===== config.mk =====
export PLATFORM = sky130hd
export DESIGN_NAME = engine_rev_sched
export DESIGN_NICKNAME = d
export VERILOG_FILES = /design/src/rtl/engine_snd_pkg.sv /design/src/rtl/period_pulse_gen.sv /design/src/rtl/engine_rev_sched.sv
export SDC_FILE = /design/constraint.sdc
export NUM_CORES = 1
export LEC_CHECK = 0
export CAP_MARGIN = 20
export CORE_MARGIN = 4
export CORE_UTILIZATION = 45
export CTS_BUF_LIST = sky130_fd_sc_hd__clkbuf_8
export CTS_CLUSTER_DIAMETER = 100
export DETAILED_ROUTE_END_ITERATION = 12
export DONT_BUFFER_PORTS = 1
export PLACE_DENSITY = 0.69
export SETUP_SLACK_MARGIN = 0.2
export SYNTH_ARGS = -nofsm -noshare
export SYNTH_HDL_FRONTEND = slang
export SYNTH_SLANG_ARGS = --single-unit
export TNS_END_PERCENT = 5

===== constraint.sdc =====
create_clock -name clk -period 3.2 [get_ports clk]
set_input_delay 0.64 -clock clk [delete_from_list [all_inputs] [get_ports clk]]
set_output_delay 0.64 -clock clk [all_outputs]
set_load 0.01 [all_outputs]

===== src/rtl/engine_snd_pkg.sv =====
// Shared engine-sound definitions: sequencer state encoding and default pulse periods.
// Also used by the top-level sound mux.
package engine_snd_pkg;

  typedef enum logic [2:0] {
    OFF       = 3'd0,
    IDLE      = 3'd1,
    RAMP_UP   = 3'd2,
    REV       = 3'd3,
    RAMP_DOWN = 3'd4
  } eng_state_e;

  localparam int IDLE_PERIOD_DEF = 6000;
  localparam int REV_PERIOD_DEF  = 2000;

endpackage


===== src/rtl/period_pulse_gen.sv =====
// Reloadable down-counter that emits one tick-aligned pulse every `period` ticks while run=1.
// The first tick after run rises loads the counter without pulsing.
module period_pulse_gen #(
  parameter int PERIOD_W = 16
) (
  input  logic                clk,
  input  logic                rst,
  input  logic                clk_3MHz_en,
  input  logic                run,
  input  logic [PERIOD_W-1:0] period,
  output logic                pulse
);

  logic [PERIOD_W-1:0] tick_cnt;
  logic                armed;

  assign pulse = rst & clk_3MHz_en & run & armed & (tick_cnt == '0);

  always_ff @(posedge clk) begin
    if (!rst) begin
      tick_cnt <= '0;
      armed    <= 1'b0;
    end else if (clk_3MHz_en) begin
      if (!run) begin
        tick_cnt <= '0;
        armed    <= 1'b0;
      end else if (!armed || tick_cnt == '0) begin
        tick_cnt <= period - PERIOD_W'(1);
        armed    <= 1'b1;
      end else begin
        tick_cnt <= tick_cnt - PERIOD_W'(1);
      end
    end
  end

endmodule


===== src/rtl/engine_rev_sched.sv =====
// Engine rev sequencer: turns engine_on/rev_req into LFO rev pulses whose period glides
// between IDLE_PERIOD and REV_PERIOD in RAMP_STEP increments every RAMP_DIV pulses.
module engine_rev_sched import engine_snd_pkg::*; #(
  parameter int PERIOD_W    = 16,
  parameter int IDLE_PERIOD = IDLE_PERIOD_DEF,
  parameter int REV_PERIOD  = REV_PERIOD_DEF,
  parameter int RAMP_STEP   = 50,
  parameter int RAMP_DIV    = 4
) (
  input  logic                clk,
  input  logic                rst,
  input  logic                clk_3MHz_en,
  input  logic                engine_on,
  input  logic                rev_req,
  output logic                engine_rev_en,
  output logic [PERIOD_W-1:0] cur_period,
  output logic [2:0]          state_o,
  output logic                ramping
);

  localparam int DIV_W = $clog2(RAMP_DIV) + 1;
  localparam logic [PERIOD_W:0]  IDLE_X   = (PERIOD_W+1)'(IDLE_PERIOD);
  localparam logic [PERIOD_W:0]  REV_X    = (PERIOD_W+1)'(REV_PERIOD);
  localparam logic [PERIOD_W:0]  STEP_X   = (PERIOD_W+1)'(RAMP_STEP);
  localparam logic [DIV_W-1:0]   DIV_LAST = DIV_W'(RAMP_DIV - 1);

  eng_state_e          state, state_nx;
  logic [PERIOD_W-1:0] period_nx;
  logic [DIV_W-1:0]    div_cnt, div_nx;
  logic [PERIOD_W:0]   cur_x, up_sum, step_dn, step_up;
  logic                div_hit;

  period_pulse_gen #(.PERIOD_W(PERIOD_W)) u_pulse (
    .clk         (clk),
    .rst         (rst),
    .clk_3MHz_en (clk_3MHz_en),
    .run         (engine_on),
    .period      (cur_period),
    .pulse       (engine_rev_en)
  );

  assign state_o = state;
  assign ramping = (state == RAMP_UP) || (state == RAMP_DOWN);

  always_ff @(posedge clk) begin
    if (!rst) begin
      state      <= OFF;
      cur_period <= PERIOD_W'(IDLE_PERIOD);
      div_cnt    <= '0;
    end else if (clk_3MHz_en) begin
      state      <= state_nx;
      cur_period <= period_nx;
      div_cnt    <= div_nx;
    end
  end

  always_comb begin
    state_nx  = state;
    period_nx = cur_period;
    div_nx    = div_cnt;
    // widened by one bit so the saturating step cannot wrap
    cur_x   = {1'b0, cur_period};
    up_sum  = cur_x + STEP_X;
    step_dn = (cur_x <= REV_X + STEP_X) ? REV_X : cur_x - STEP_X;
    step_up = (up_sum >= IDLE_X) ? IDLE_X : up_sum;
    div_hit = engine_rev_en && (div_cnt == DIV_LAST);

    if (!engine_on) begin
      state_nx  = OFF;
      period_nx = PERIOD_W'(IDLE_PERIOD);
    end else begin
      case (state)
        OFF:  state_nx = IDLE;
        IDLE: if (rev_req) state_nx = RAMP_UP;
        RAMP_UP: begin
          if (!rev_req) begin
            state_nx = RAMP_DOWN;
          end else if (div_hit) begin
            period_nx = PERIOD_W'(step_dn);
            div_nx    = '0;
            if (step_dn == REV_X) state_nx = REV;
          end else if (engine_rev_en) begin
            div_nx = div_cnt + DIV_W'(1);
          end
        end
        REV: if (!rev_req) state_nx = RAMP_DOWN;
        RAMP_DOWN: begin
          if (rev_req) begin
            state_nx = RAMP_UP;
          end else if (div_hit) begin
            period_nx = PERIOD_W'(step_up);
            div_nx    = '0;
            if (step_up == IDLE_X) state_nx = IDLE;
          end else if (engine_rev_en) begin
            div_nx = div_cnt + DIV_W'(1);
          end
        end
        default: state_nx = OFF;
      endcase
    end

    if (state_nx != state) div_nx = '0;
  end

endmodule


==> metrics.md, run 1 <==
| Metric | Value |
|---|---|
| Effective utilization at floorplan | 46.9% |
| Number of max-cap violations | 0 |
| Final WL | 10700 microns |
| Max Buffers Root-to-Sink | 2 |
| TritonCTS clock tree | done |
| Fill cell count | 720 |
| Total GRT Usage | 24.1% |
| Number of global-route vias before repair | 3560 |
| Site row count | 31 |
| Core utilization of the finished layout | 51.0% |
| Launching instance or port of the critical path | u_pulse.tick_cnt[3] |
| Fmax | 0.336 GHz |
| Average instance area after synthesis | 7.40 sq um |
| Net count of the mapped netlist | 474 |
| Quantity of hold-fixing buffers added after cts | 0 |
| Peak supply drop | 0.177 mV |
| Deepest level of the CTS H-tree | 2 |
| Most frequent standard cell in the layout excluding fill and tap cells | dfxtp_1 |
| Crit path top cell by count | or4_4 |
| Number of iterations in the first detailed-routing pass | 5 |
| Dominant register cell in the synthesized netlist | dfxtp_1 |
| Start of the worst register-to-register path | u_pulse.tick_cnt[3] |
| Maximum clock skew at final layout | 14.2 ps |
| Launching element type of the critical path | register |
| Post-route ant nets | 0 |
| Final routed wire length divided by cell count | 19.0 microns |
| Skew-Pair Late Insertion Delay | 300 ps |
| Post-layout net count | 472 |
| Required @ worst endpoint | 3430 ps |
| Sum of internal, switching and leakage power | 1020 uW |
| Number of warnings printed during yosys synthesis | 0 |
| Antenna violations before repair | 0 |
| Type of the worst min-delay path | in2reg |
| Time the final worst path needs with I/O delays and setup | 2980 ps |
| Number of DRC violations after detailed routing | 0 |
| Sink count of the clock tree | 39 |
| Headroom to the max-slew limit | 44.6% |
| Die area | 0.00911 sq mm |
| Ant. Diodes | 0 |
| Number of buffers inserted during clock tree synthesis | 5 |
| Actual slew at the worst max-slew pin | 830 ps |
| Fin Setup TNS | 0 ps |
| Critical Path Fanout Max | 16 |
| Type of element capturing the critical path | register |
| Largest incremental delay on the critical path | 600 ps |
| Port buffer count | 0 |
| Kind of cell adding the most delay to the critical path | simple AND/OR/NAND/NOR gates |
| Buffer cell driving the clock tree root | clkbuf_8 |
| Status | complete, no violations |
| Worst path buffer plus inverter count | 1 |
| Netlist cell types | 79 |
| Number of primary I/O pins | 26 |
| Clock-pin slew on the worst setup and hold paths | 80 ps |
| Via Count | 3752 |
| Critical path class | reg2reg |
| Number of setup violations in the final report | 0 |
| Horizontal extent of the die | 95.4 microns |
| Count of final max-slew check failures | 0 |
| Leakage power total | 0.00135 uW |
| Detailed-route vias per instance | 6.68 |
| Layout-stage area growth over the synthesis result | 8.73% |
| CORE AREA | 0.00733 sq mm |
| Data arrival time of the critical path | 3210 ps |
| Power per cell area | 272 mW/mm^2 |
| Layout cell share with drive strength beyond 1 | 14.9% |
| Commonest cells after routing, fill and taps aside | dfxtp_1 (38), nand2_1 (34), buf_4 (30) |
| Cell-by-cell listing of the critical path | or4_4 > or4_4 > or4_1 > buf_4 > nand2b_1 > o2111ai_1 > and3_1 |
| Number of enable-type register cells in the synthesized netlist | 0 |
| Summed instance area of the synthesized netlist | 0.00344 sq mm |
| Share of flip-flops with an asynchronous set or reset after synthesis | 0% |
| Setup repair after global routing missed its margin | yes |
| DP HPWL | 7750 microns |
| Starting DRT DRC Count | 320 |
| #FFs+latches synth | 39 |
| Grt total ovfl | 0 |
| Largest net degree at the start of global routing | 23 |
| Hold Startpoint | rst |
| Count of placed standard cells in the final layout, fillers left out | 562 |
| Die span in y | 95.4 microns |
| First-pass GRT wire length | 17600 microns |
| Slowest-stage cell, CP | or4_4 |
| Hold violation count in the final report | 0 |
| # placed instances | 555 |
| Final period util | 93.1% |
| Synth Instances | 465 |
| Global placer's final weighted congestion | 0.999 |
| Proportion of synthesized chip area in sequential cells | 22.7% |
==> registers in the layout, summed over array words and instances, names as in the netlist <==
name / cells
cur_period: 16
u_pulse.armed: 1
state_o: 3
u_pulse.tick_cnt: 16
div_cnt: 3
==> worst reg2reg max path, delay by kind of cell (launching register included) <==
family                 cells  cell delay (ps)
AOI/OAI and AO/OA          1              220
DFF                        1              340
and+or+nand+nor            5             2130
buffers and inverters      1              230
==> cell families (layout without fill, tap and decap cells) <==
kind of cell,after synthesis,count (layout),synth area share [%]
simple gates,191,191,31.0
compound gates,150,150,31.8
buf+inv,58,56,6.80
flops,39,39,22.7
xor+xnor,14,14,3.56
mux,9,9,2.69
fa+ha+maj,4,4,1.46
==> Yosys cell counts (4+ instances only) <==
master | count | area share (%)
a211oi_1 | 10 | 2.2
a21oi_1 | 26 | 3.8
a221o_1 | 4 | 1.2
a31oi_1 | 8 | 1.5
and3_1 | 7 | 1.3
and4b_1 | 4 | 1.2
buf_2 | 4 | 0.58
clkbuf_1 | 34 | 3.7
dfxtp_1 | 39 | 23
ha_1 | 4 | 1.5
inv_1 | 17 | 1.9
mux2i_1 | 7 | 2.0
nand2_1 | 34 | 3.7
nand2b_1 | 7 | 1.3
nand3_1 | 19 | 2.8
nand4_1 | 9 | 1.6
nor2_1 | 27 | 2.9
nor2b_1 | 6 | 1.1
nor3_1 | 21 | 3.1
nor4_1 | 11 | 2.0
o2111ai_1 | 4 | 1.0
o211ai_1 | 4 | 0.87
o21a_1 | 6 | 1.3
o21ai_0 | 27 | 3.9
o2bb2ai_1 | 4 | 1.0
o31ai_1 | 6 | 1.3
or2_2 | 10 | 1.8
or3_1 | 12 | 2.2
or4_1 | 4 | 0.87
xnor2_1 | 10 | 2.5
xor2_1 | 4 | 1.0
==> report_power, final <==
group,switching (uW),internal (uW)
sequential,15.4,496
clock,181,170
combinational,93.6,60.7
total,290,726
==> cell type report <==
type | instances | area (sq um) | share of cell area (%)
multi-input combinational | 368 | 2440 | 65.3
sequential | 39 | 782 | 20.9
timing repair buffer | 31 | 236 | 6.32
tap | 99 | 124 | 3.31
clock buffer | 6 | 82.6 | 2.21
inverter | 18 | 67.6 | 1.81
clock inverter | 1 | 5.00 | 0.134
==> routing by layer <==
layer  vias up  track usage (%)  wire, microns  share of wire (%)
met3        30             4.66            860                8.0
met1      1776             32.5           4740                 44
met5         -                0              0                  0
met4         0             6.99            210                2.0
li1       1776                -              -                  -
met2       170             39.2           4890                 46
==> final timing paths <==
check,slack [ps],cells past startpoint,endpoint
worst max-delay path,220,7,cur_period[3]
worst min-delay path,420,1,cur_period[12]
worst max register to register,220,7,cur_period[3]
worst min register to register,480,2,div_cnt[1]
==> per-stage QoR <==
| stage | setup slack, ps | hold slack (ps) | cell area [sq um] |
|---|---|---|---|
| 6_report | 220 | 418 | 3740 |
| 3_3_place_gp | 265 | 451 | 3630 |
| 2_1_floorplan | 225 | 433 | 3440 |
| 3_5_place_dp | 242 | 466 | 3630 |
| 5_1_grt | 133 | 426 | 3740 |
| 4_1_cts | 230 | 420 | 3720 |
==> repair_timing <==
item | in CTS | in global routing
buffers inserted | 0 | 0
resized for setup | 0 | 8
setup endpoints to repair | 0 | 15
Power figures use the tool's default switching activity.
==> run 2, diff against run 1 <==
- CELL_PAD_IN_SITES_DETAIL_PLACEMENT: not set -> 0
- CELL_PAD_IN_SITES_GLOBAL_PLACEMENT: not set -> 2
- CORE_UTILIZATION: 45 -> 35
- PLACE_DENSITY: 0.69 -> 0.86
==> metrics.md, run 2 (synthesized netlist as in run 1, its figures left out) <==
| Metric | Value |
|---|---|
| Type of the worst min-delay path | in2reg (unchanged) |
| Number of global-route vias before repair | 3555 (was 3560) |
| Post-layout net count | 477 (was 472) |
| Layout cell share with drive strength beyond 1 | 15.4% (was 14.9%) |
| Kind of cell adding the most delay to the critical path | simple AND/OR/NAND/NOR gates (unchanged) |
| Cell-by-cell listing of the critical path | or4_4 > or4_4 > or4_4 > buf_4 > nand2b_1 > o2111ai_1 > and3_1 (was or4_4 > or4_4 > or4_1 > buf_4 > nand2b_1 > o2111ai_1 > and3_1) |
| Worst hold path cell count | 1 (unchanged) |
| Slowest-stage cell, CP | or4_4 (unchanged) |
| Deepest level of the CTS H-tree | 2 (unchanged) |
| First-pass GRT wire length | 18800 microns (was 17600 microns) |
| Grt total ovfl | 0 (unchanged) |
| Count of final max-slew check failures | 0 (unchanged) |
| Starting DRT DRC Count | 257 (was 320) |
| Sum of internal, switching and leakage power | 1010 uW (was 1020 uW) |
| Via Count | 3779 (was 3752) |
| Fill cell count | 980 (was 720) |
| Headroom to the max-slew limit | 43.0% (was 44.6%) |
| Clock-pin slew on the worst setup and hold paths | 80 ps (about the same) |
| Combinational share of power | 16.2% (was 15.2%) |
| Net switching fraction of the power | 30.1% (was 28.6%) |
| Largest incremental delay on the critical path | 590 ps (was 600 ps) |
| Commonest cells after routing, fill and taps aside | dfxtp_1 (39), buf_4 (36), nand2_1 (34) (was dfxtp_1 (38), nand2_1 (34), buf_4 (30)) |
| Quantity of hold-fixing buffers added after cts | 0 (unchanged) |
| Antenna violations before repair | 0 (unchanged) |
| Layout-stage area growth over the synthesis result | 10.8% (was 8.73%) |
| Final non-filler cell area | 0.00381 sq mm (was 0.00374 sq mm) |
| Leakage power total | 0.00138 uW (was 0.00135 uW) |
| Type of element capturing the critical path | register (unchanged) |
| Final period util | 92.1% (was 93.1%) |
| Switching Power | 303 uW (was 290 uW) |
| Site row count | 35 (was 31) |
| Max Buffers Root-to-Sink | 2 (unchanged) |
| Power per cell area | 264 mW/mm^2 (was 272 mW/mm^2) |
| Maximum clock skew at final layout | 14.9 ps (was 14.2 ps) |
| Cells on worst reg2reg path | 7 (unchanged) |
| Number of DRC violations after detailed routing | 0 (unchanged) |
| Total internal power | 703 uW (was 726 uW) |
| Largest net degree at the start of global routing | 23 (unchanged) |
| Die span in y | 107 microns (was 95.4 microns) |
| Worst path buffer plus inverter count | 1 (unchanged) |
| DP HPWL | 8460 microns (was 7750 microns) |
| Worst Hold Slack | 416 ps (was 418 ps) |
| Peak supply drop | 0.146 mV (was 0.177 mV) |
| Fin Setup TNS | 0 ps (unchanged) |
| Final routed wire length divided by cell count | 19.3 microns (was 19.0 microns) |
| Final WL | 11500 microns (was 10700 microns) |
| Hold violation count in the final report | 0 (unchanged) |
| Status | complete, no violations (unchanged) |
| Slack of the worst reg-to-reg path | 250 ps (was 220 ps) |
| Total GRT Usage | 20.1% (was 24.1%) |
| Number of cells on the critical path | 7 (unchanged) |
| Reg power frac | 50.6% (was 50.3%) |
| TritonCTS clock tree | done (unchanged) |
| Port buffer count | 0 (unchanged) |
| Required @ worst endpoint | 3440 ps (was 3430 ps) |
| Clock network power share | 33.3% (was 34.5%) |
| Actual slew at the worst max-slew pin | 854 ps (was 830 ps) |
| CORE AREA | 0.00942 sq mm (was 0.00733 sq mm) |
| Sink count of the clock tree | 39 (unchanged) |
| Number of buffers inserted during clock tree synthesis | 5 (unchanged) |
| Launching element type of the critical path | register (unchanged) |
| Number of primary I/O pins | 26 (unchanged) |
| Horizontal extent of the die | 107 microns (was 95.4 microns) |
| Placed cell area | 0.00370 sq mm (was 0.00363 sq mm) |
| Die area | 0.0115 sq mm (was 0.00911 sq mm) |
| Registers with the highest flip-flop counts | cur_period x16, u_pulse.tick_cnt x16 (unchanged) |
| Setup repair after global routing missed its margin | yes (unchanged) |
| Number of max-cap violations | 0 (unchanged) |
| Effective utilization at floorplan | 36.5% (was 46.9%) |
| Critical Path Fanout Max | 16 (unchanged) |
| Global placer's final weighted congestion | 0.863 (was 0.999) |
| Fmax | 0.339 GHz (was 0.336 GHz) |
| Time the final worst path needs with I/O delays and setup | 2950 ps (was 2980 ps) |
| Most frequent standard cell in the layout excluding fill and tap cells | dfxtp_1 (unchanged) |
| Critical path class | reg2reg (unchanged) |
| Post-route ant nets | 0 (unchanged) |
| Number of setup violations in the final report | 0 (unchanged) |
| Skew-Pair Late Insertion Delay | 310 ps (was 300 ps) |
| Crit path top cell by count | or4_4 (unchanged) |
| Detailed-route vias per instance | 6.34 (was 6.68) |
| Ant. Diodes | 0 (unchanged) |
| Number of iterations in the first detailed-routing pass | 5 (unchanged) |
| Data arrival time of the critical path | 3190 ps (was 3210 ps) |
| Buffer cell driving the clock tree root | clkbuf_8 (unchanged) |
[run 2: power by group through the flow]
| stage | clock [uW] | sequential, uW | combinational (uW) |
|---|---|---|---|
| floorplan | 0 | 515 | 129 |
| global placement | 0 | 519 | 154 |
| detailed placement | 0 | 520 | 156 |
| CTS | 333 | 508 | 159 |
| global route | 354 | 511 | 177 |
| finish | 335 | 508 | 162 |
[run 2: per-layer routing]
layer	global-route usage [%]	vias to the layer above	part of all wire (%)
li1	-	1789	-
met1	27.0	1858	45
met2	33.2	119	48
met3	3.79	13	5.8
met4	4.93	0	1.2
met5	0	-	0
[run 2: through the flow]
stage	setup slack (ps)	cells	util, %
floorplan	225	465	-
global placement	228	589	39.3
detailed placement	190	589	39.3
CTS	222	595	40.1
global route	146	596	40.5
finish	252	596	40.5
[run 2: final cells by class]
type	instances	area [sq um]	area share, %
clock buffers	5	68.8	1.81
clock inverters	1	3.75	0.0985
inverters	18	67.6	1.77
multi-input cells	368	2460	64.5
flip-flops and latches	39	781	20.5
well taps	129	161	4.23
repair buffers	36	270	7.09
[run 2: timing repair]
| action | in CTS | in global routing |
|---|---|---|
| pin swaps | 0 | 1 |
| resized for setup | 1 | 7 |
| setup buffers | 0 | 1 |
| endpoints found under the setup margin | 1 | 26 |
[run 2: worst register-to-register path, stage by stage (launching register included)]
cell	delay, ps
dfxtp_1	350
or4_4	590
or4_4	530
or4_4	560
buf_4	220
nand2b_1	250
o2111ai_1	200
and3_1	170
[run 2: path summary, 6_finish.rpt]
kind                                           start              endpoint
worst min-delay path                             rst         cur_period[5]
worst max-delay path             u_pulse.tick_cnt[3]         cur_period[3]
worst max register to register   u_pulse.tick_cnt[3]         cur_period[3]
worst min register to register  u_pulse.tick_cnt[15]  u_pulse.tick_cnt[15]
==> run 3, diff against run 2 <==
- BUFFER_PORTS_ARGS: not set -> -buffer_cell sky130_fd_sc_hd__buf_2
- CORE_UTILIZATION: 35 -> 33
- CTS_CLUSTER_DIAMETER: 100 -> 120
- DONT_BUFFER_PORTS: 1 -> not set
- PLACE_DENSITY: 0.86 -> 0.85
- SYNTH_HIERARCHICAL: not set -> 1
==> metrics.md, run 3 <==
| Metric | Value |
|---|---|
| Maximum clock skew at final layout | 10.8 ps (was 14.9 ps) |
| Final period util | 90.0% (was 92.1%) |
| Switching Power | 401 uW (was 303 uW) |
| Type of element capturing the critical path | register (unchanged) |
| Number of max-cap violations | 0 (unchanged) |
| Synth Instances | 488 (was 465) |
| Launching element type of the critical path | register (unchanged) |
| Deepest level of the CTS H-tree | 2 (unchanged) |
| Die area | 0.0127 sq mm (was 0.0115 sq mm) |
| Start of the worst register-to-register path | u_pulse/tick_cnt[14] (was u_pulse.tick_cnt[3]) |
| Number of primary I/O pins | 26 (unchanged) |
| Post-layout net count | 544 (was 477) |
| Cell-by-cell listing of the critical path | nor4_4 > nand4_1 > nor2_2 > nand2_1 > or2_2 > nor3_2 > o21ai_1 > or3_1 > a21boi_1 (was or4_4 > or4_4 > or4_4 > buf_4 > nand2b_1 > o2111ai_1 > and3_1) |
| Final routed wire length divided by cell count | 17.5 microns (was 19.3 microns) |
| Headroom to the max-slew limit | 49.1% (was 43.0%) |
| Critical path class | reg2reg (unchanged) |
| Termination of the worst setup path | cur_period[1] (was cur_period[3]) |
| Status | complete, no violations (unchanged) |
| CORE AREA | 0.0105 sq mm (was 0.00942 sq mm) |
| Post-route ant nets | 0 (unchanged) |
| Net switching fraction of the power | 32.6% (was 30.1%) |
| Library cell occupying the most area in the post-synthesis netlist | dfxtp_1 (unchanged) |
| Slack of the worst reg-to-reg path | 320 ps (was 250 ps) |
| Actual slew at the worst max-slew pin | 759 ps (was 854 ps) |
| Leakage power total | 0.00155 uW (was 0.00138 uW) |
| Effective utilization at floorplan | 34.4% (was 36.5%) |
| Most numerous cell types in the synthesized netlist | nand2_1 (58), nor2_1 (52), o21ai_0 (42), dfxtp_1 (39), a21oi_1 (24) (was dfxtp_1 (39), clkbuf_1 (34), nand2_1 (34), nor2_1 (27), o21ai_0 (27)) |
| Time the final worst path needs with I/O delays and setup | 2880 ps (was 2950 ps) |
| Total internal power | 829 uW (was 703 uW) |
| Antenna violations before repair | 0 (unchanged) |
| Share of Yosys cell area claimed by the top area cell type | 21.6% (was 22.7%) |
| Net count of the mapped netlist | 497 (was 474) |
| DP HPWL | 8610 microns (was 8460 microns) |
| Data arrival time of the critical path | 3120 ps (was 3190 ps) |
| Buffer cell driving the clock tree root | clkbuf_8 (unchanged) |
| Slowest-stage cell, CP | nor4_4 (was or4_4) |
| Starting DRT DRC Count | 242 (was 257) |
| Fill cell count | 1113 (was 980) |
| Reg2Reg Capture Point | cur_period[1] (was cur_period[3]) |
| Fmax | 0.347 GHz (was 0.339 GHz) |
| Most frequent standard cell in the layout excluding fill and tap cells | nand2_1 (was dfxtp_1) |
| Clock-pin slew on the worst setup and hold paths | 90 ps (was 80 ps) |
| Final WL | 11700 microns (was 11500 microns) |
| Commonest cells after routing, fill and taps aside | nand2_1 (58), nor2_1 (51), buf_4 (45) (was dfxtp_1 (39), buf_4 (36), nand2_1 (34)) |
| Quantity of hold-fixing buffers added after cts | 0 (unchanged) |
| Layout-stage area growth over the synthesis result | 16.4% (was 10.8%) |
| Setup repair after global routing missed its margin | yes (unchanged) |
| Number of iterations in the first detailed-routing pass | 5 (unchanged) |
| Number of global-route vias before repair | 3707 (was 3555) |
| Proportion of synthesized chip area in sequential cells | 21.6% (was 22.7%) |
| Reg power frac | 42.7% (was 50.6%) |
| Skew-Pair Late Insertion Delay | 300 ps (was 310 ps) |
| #FFs+latches synth | 39 (unchanged) |
| Summed instance area of the synthesized netlist | 0.00362 sq mm (was 0.00344 sq mm) |
| Worst Hold Slack | 492 ps (was 416 ps) |
| Required @ worst endpoint | 3440 ps (about the same) |
| Number of DRC violations after detailed routing | 0 (unchanged) |
| Dominant register cell in the synthesized netlist | dfxtp_1 (unchanged) |
| Netlist cell types | 81 (was 79) |
| Registers with the highest flip-flop counts | cur_period x16, u_pulse/tick_cnt x16 (was cur_period x16, u_pulse.tick_cnt x16) |
| Power per cell area | 292 mW/mm^2 (was 264 mW/mm^2) |
| Cells on worst reg2reg path | 9 (was 7) |
| Total GRT Usage | 17.8% (was 20.1%) |
| Number of buffers inserted during clock tree synthesis | 5 (unchanged) |
| Ant. Diodes | 0 (unchanged) |
| Number of setup violations in the final report | 0 (unchanged) |
| Peak supply drop | 0.172 mV (was 0.146 mV) |
| Launching instance or port of the critical path | u_pulse/tick_cnt[14] (was u_pulse.tick_cnt[3]) |
| First-pass GRT wire length | 18900 microns (was 18800 microns) |
| Clock network power share | 31.4% (was 33.3%) |
| Number of enable-type register cells in the synthesized netlist | 0 (unchanged) |
| Cell types occupying the most area after synthesis | dfxtp_1 (22%), nand2_1 (6.0%), o21ai_0 (5.8%) (was dfxtp_1 (23%), o21ai_0 (3.9%), a21oi_1 (3.8%)) |
| Critical Path Fanout Max | 7 (was 16) |
| Largest incremental delay on the critical path | 460 ps (was 590 ps) |
| Type of the worst min-delay path | reg2reg (was in2reg) |
| Detailed-route vias per instance | 5.90 (was 6.34) |
| Most instantiated library cell after synthesis | nand2_1 (was dfxtp_1) |
| Via Count | 3967 (was 3779) |
| Max Buffers Root-to-Sink | 2 (unchanged) |
| Largest net degree at the start of global routing | 26 (was 23) |
| Average instance area after synthesis | 7.41 sq um (was 7.40 sq um) |
| Port buffer count | 25 (was 0) |
| Number of warnings printed during yosys synthesis | 6 (was 0) |
| Count of final max-slew check failures | 0 (unchanged) |
| Grt total ovfl | 0 (unchanged) |
| Sink count of the clock tree | 39 (unchanged) |
| TritonCTS clock tree | done (unchanged) |
| Die span in y | 113 microns (was 107 microns) |
| Share of flip-flops with an asynchronous set or reset after synthesis | 0% (unchanged) |
| Site row count | 37 (was 35) |
| Horizontal extent of the die | 113 microns (was 107 microns) |
| Layout cell share with drive strength beyond 1 | 20.5% (was 15.4%) |
| Fin Setup TNS | 0 ps (unchanged) |
| Global placer's final weighted congestion | 0.892 (was 0.863) |
| Combinational share of power | 25.9% (was 16.2%) |
| Hold violation count in the final report | 0 (unchanged) |
==> run 3: changes by cell type in the layout (fill, tap and decap cells not counted), sizes merged, moves of 12 or more <==
cell	before	now
buf	36	70
nand2	34	58
nor2	28	52
o21ai	29	50
xor2	4	16
==> run 3: power by group through the flow <==
stage,Combinational [uW],Sequential [uW],Clock (uW)
2_1_floorplan,204,535,0
3_3_place_gp,286,536,0
4_1_cts,287,525,398
3_5_place_dp,285,536,0
6_report,319,526,386
5_1_grt,349,528,410
==> run 3: worst min path at each step <==
stage,start,to,slack (ps),cells after the start
after global placement,u_pulse/tick_cnt[8],u_pulse/tick_cnt[8],460,2
after floorplan,u_pulse/tick_cnt[8],u_pulse/tick_cnt[8],440,2
after global routing,u_pulse/tick_cnt[8],u_pulse/tick_cnt[8],500,2
final,div_cnt[1],div_cnt[1],490,2
after detailed placement,u_pulse/tick_cnt[8],u_pulse/tick_cnt[8],480,2
after CTS,u_pulse/tick_cnt[8],u_pulse/tick_cnt[8],490,2
==> run 3: cell type report <==
cell class / instances / area, sq um / share of cell area (%)
repair buffers: 70 / 463 / 11.0
inverters: 9 / 33.8 / 0.802
well taps: 136 / 170 / 4.04
clock inverters: 1 / 3.75 / 0.0891
flip-flops and latches: 39 / 781 / 18.5
multi-input cells: 410 / 2660 / 63.3
clock buffers: 7 / 96.3 / 2.29
==> run 3: through the flow <==
step	cell area, sq um	util [%]	total power [uW]	setup WS [ps]	std cells
after floorplan	3620	-	739	274	488
after global placement	3990	38.0	821	128	651
after detailed placement	3990	38.0	821	117	651
after CTS	4100	39.0	1210	198	659
after global routing	4210	40.1	1290	114	672
final	4210	40.1	1230	318	672
==> run 3: critical path, delay by kind of cell, from the launching register on <==
family          cells  cell delay, ps
simple gates        7            2040
flops               1             370
compound gates      2             400
==> run 3: repair_timing <==
action / 4_1_cts / 5_1_grt
buffers inserted: 0 / 13
pin swaps: 0 / 8
setup endpoints to repair: 8 / 20
gates resized for setup: 1 / 4
==> run 3: logic make-up after synthesis <==
group	after synthesis	share of synthesized area, %
muxes	8	2.25
and+or+nand+nor	215	31.5
adders and majority gates	5	1.66
AOI/OAI and AO/OA	161	32.6
DFF	39	21.6
xor gates and xnor gates	21	5.08
buffers and inverters	39	5.33
==> run 3: per-layer routing <==
metal  vias up  global-route usage [%]  wire length, microns
li1       1923                       -                     -
met1      1884                    24.7                  5480
met2       140                    28.6                  5470
met3        20                    2.62                   586
met4         0                    5.61                   207
met5         -                       0                     0
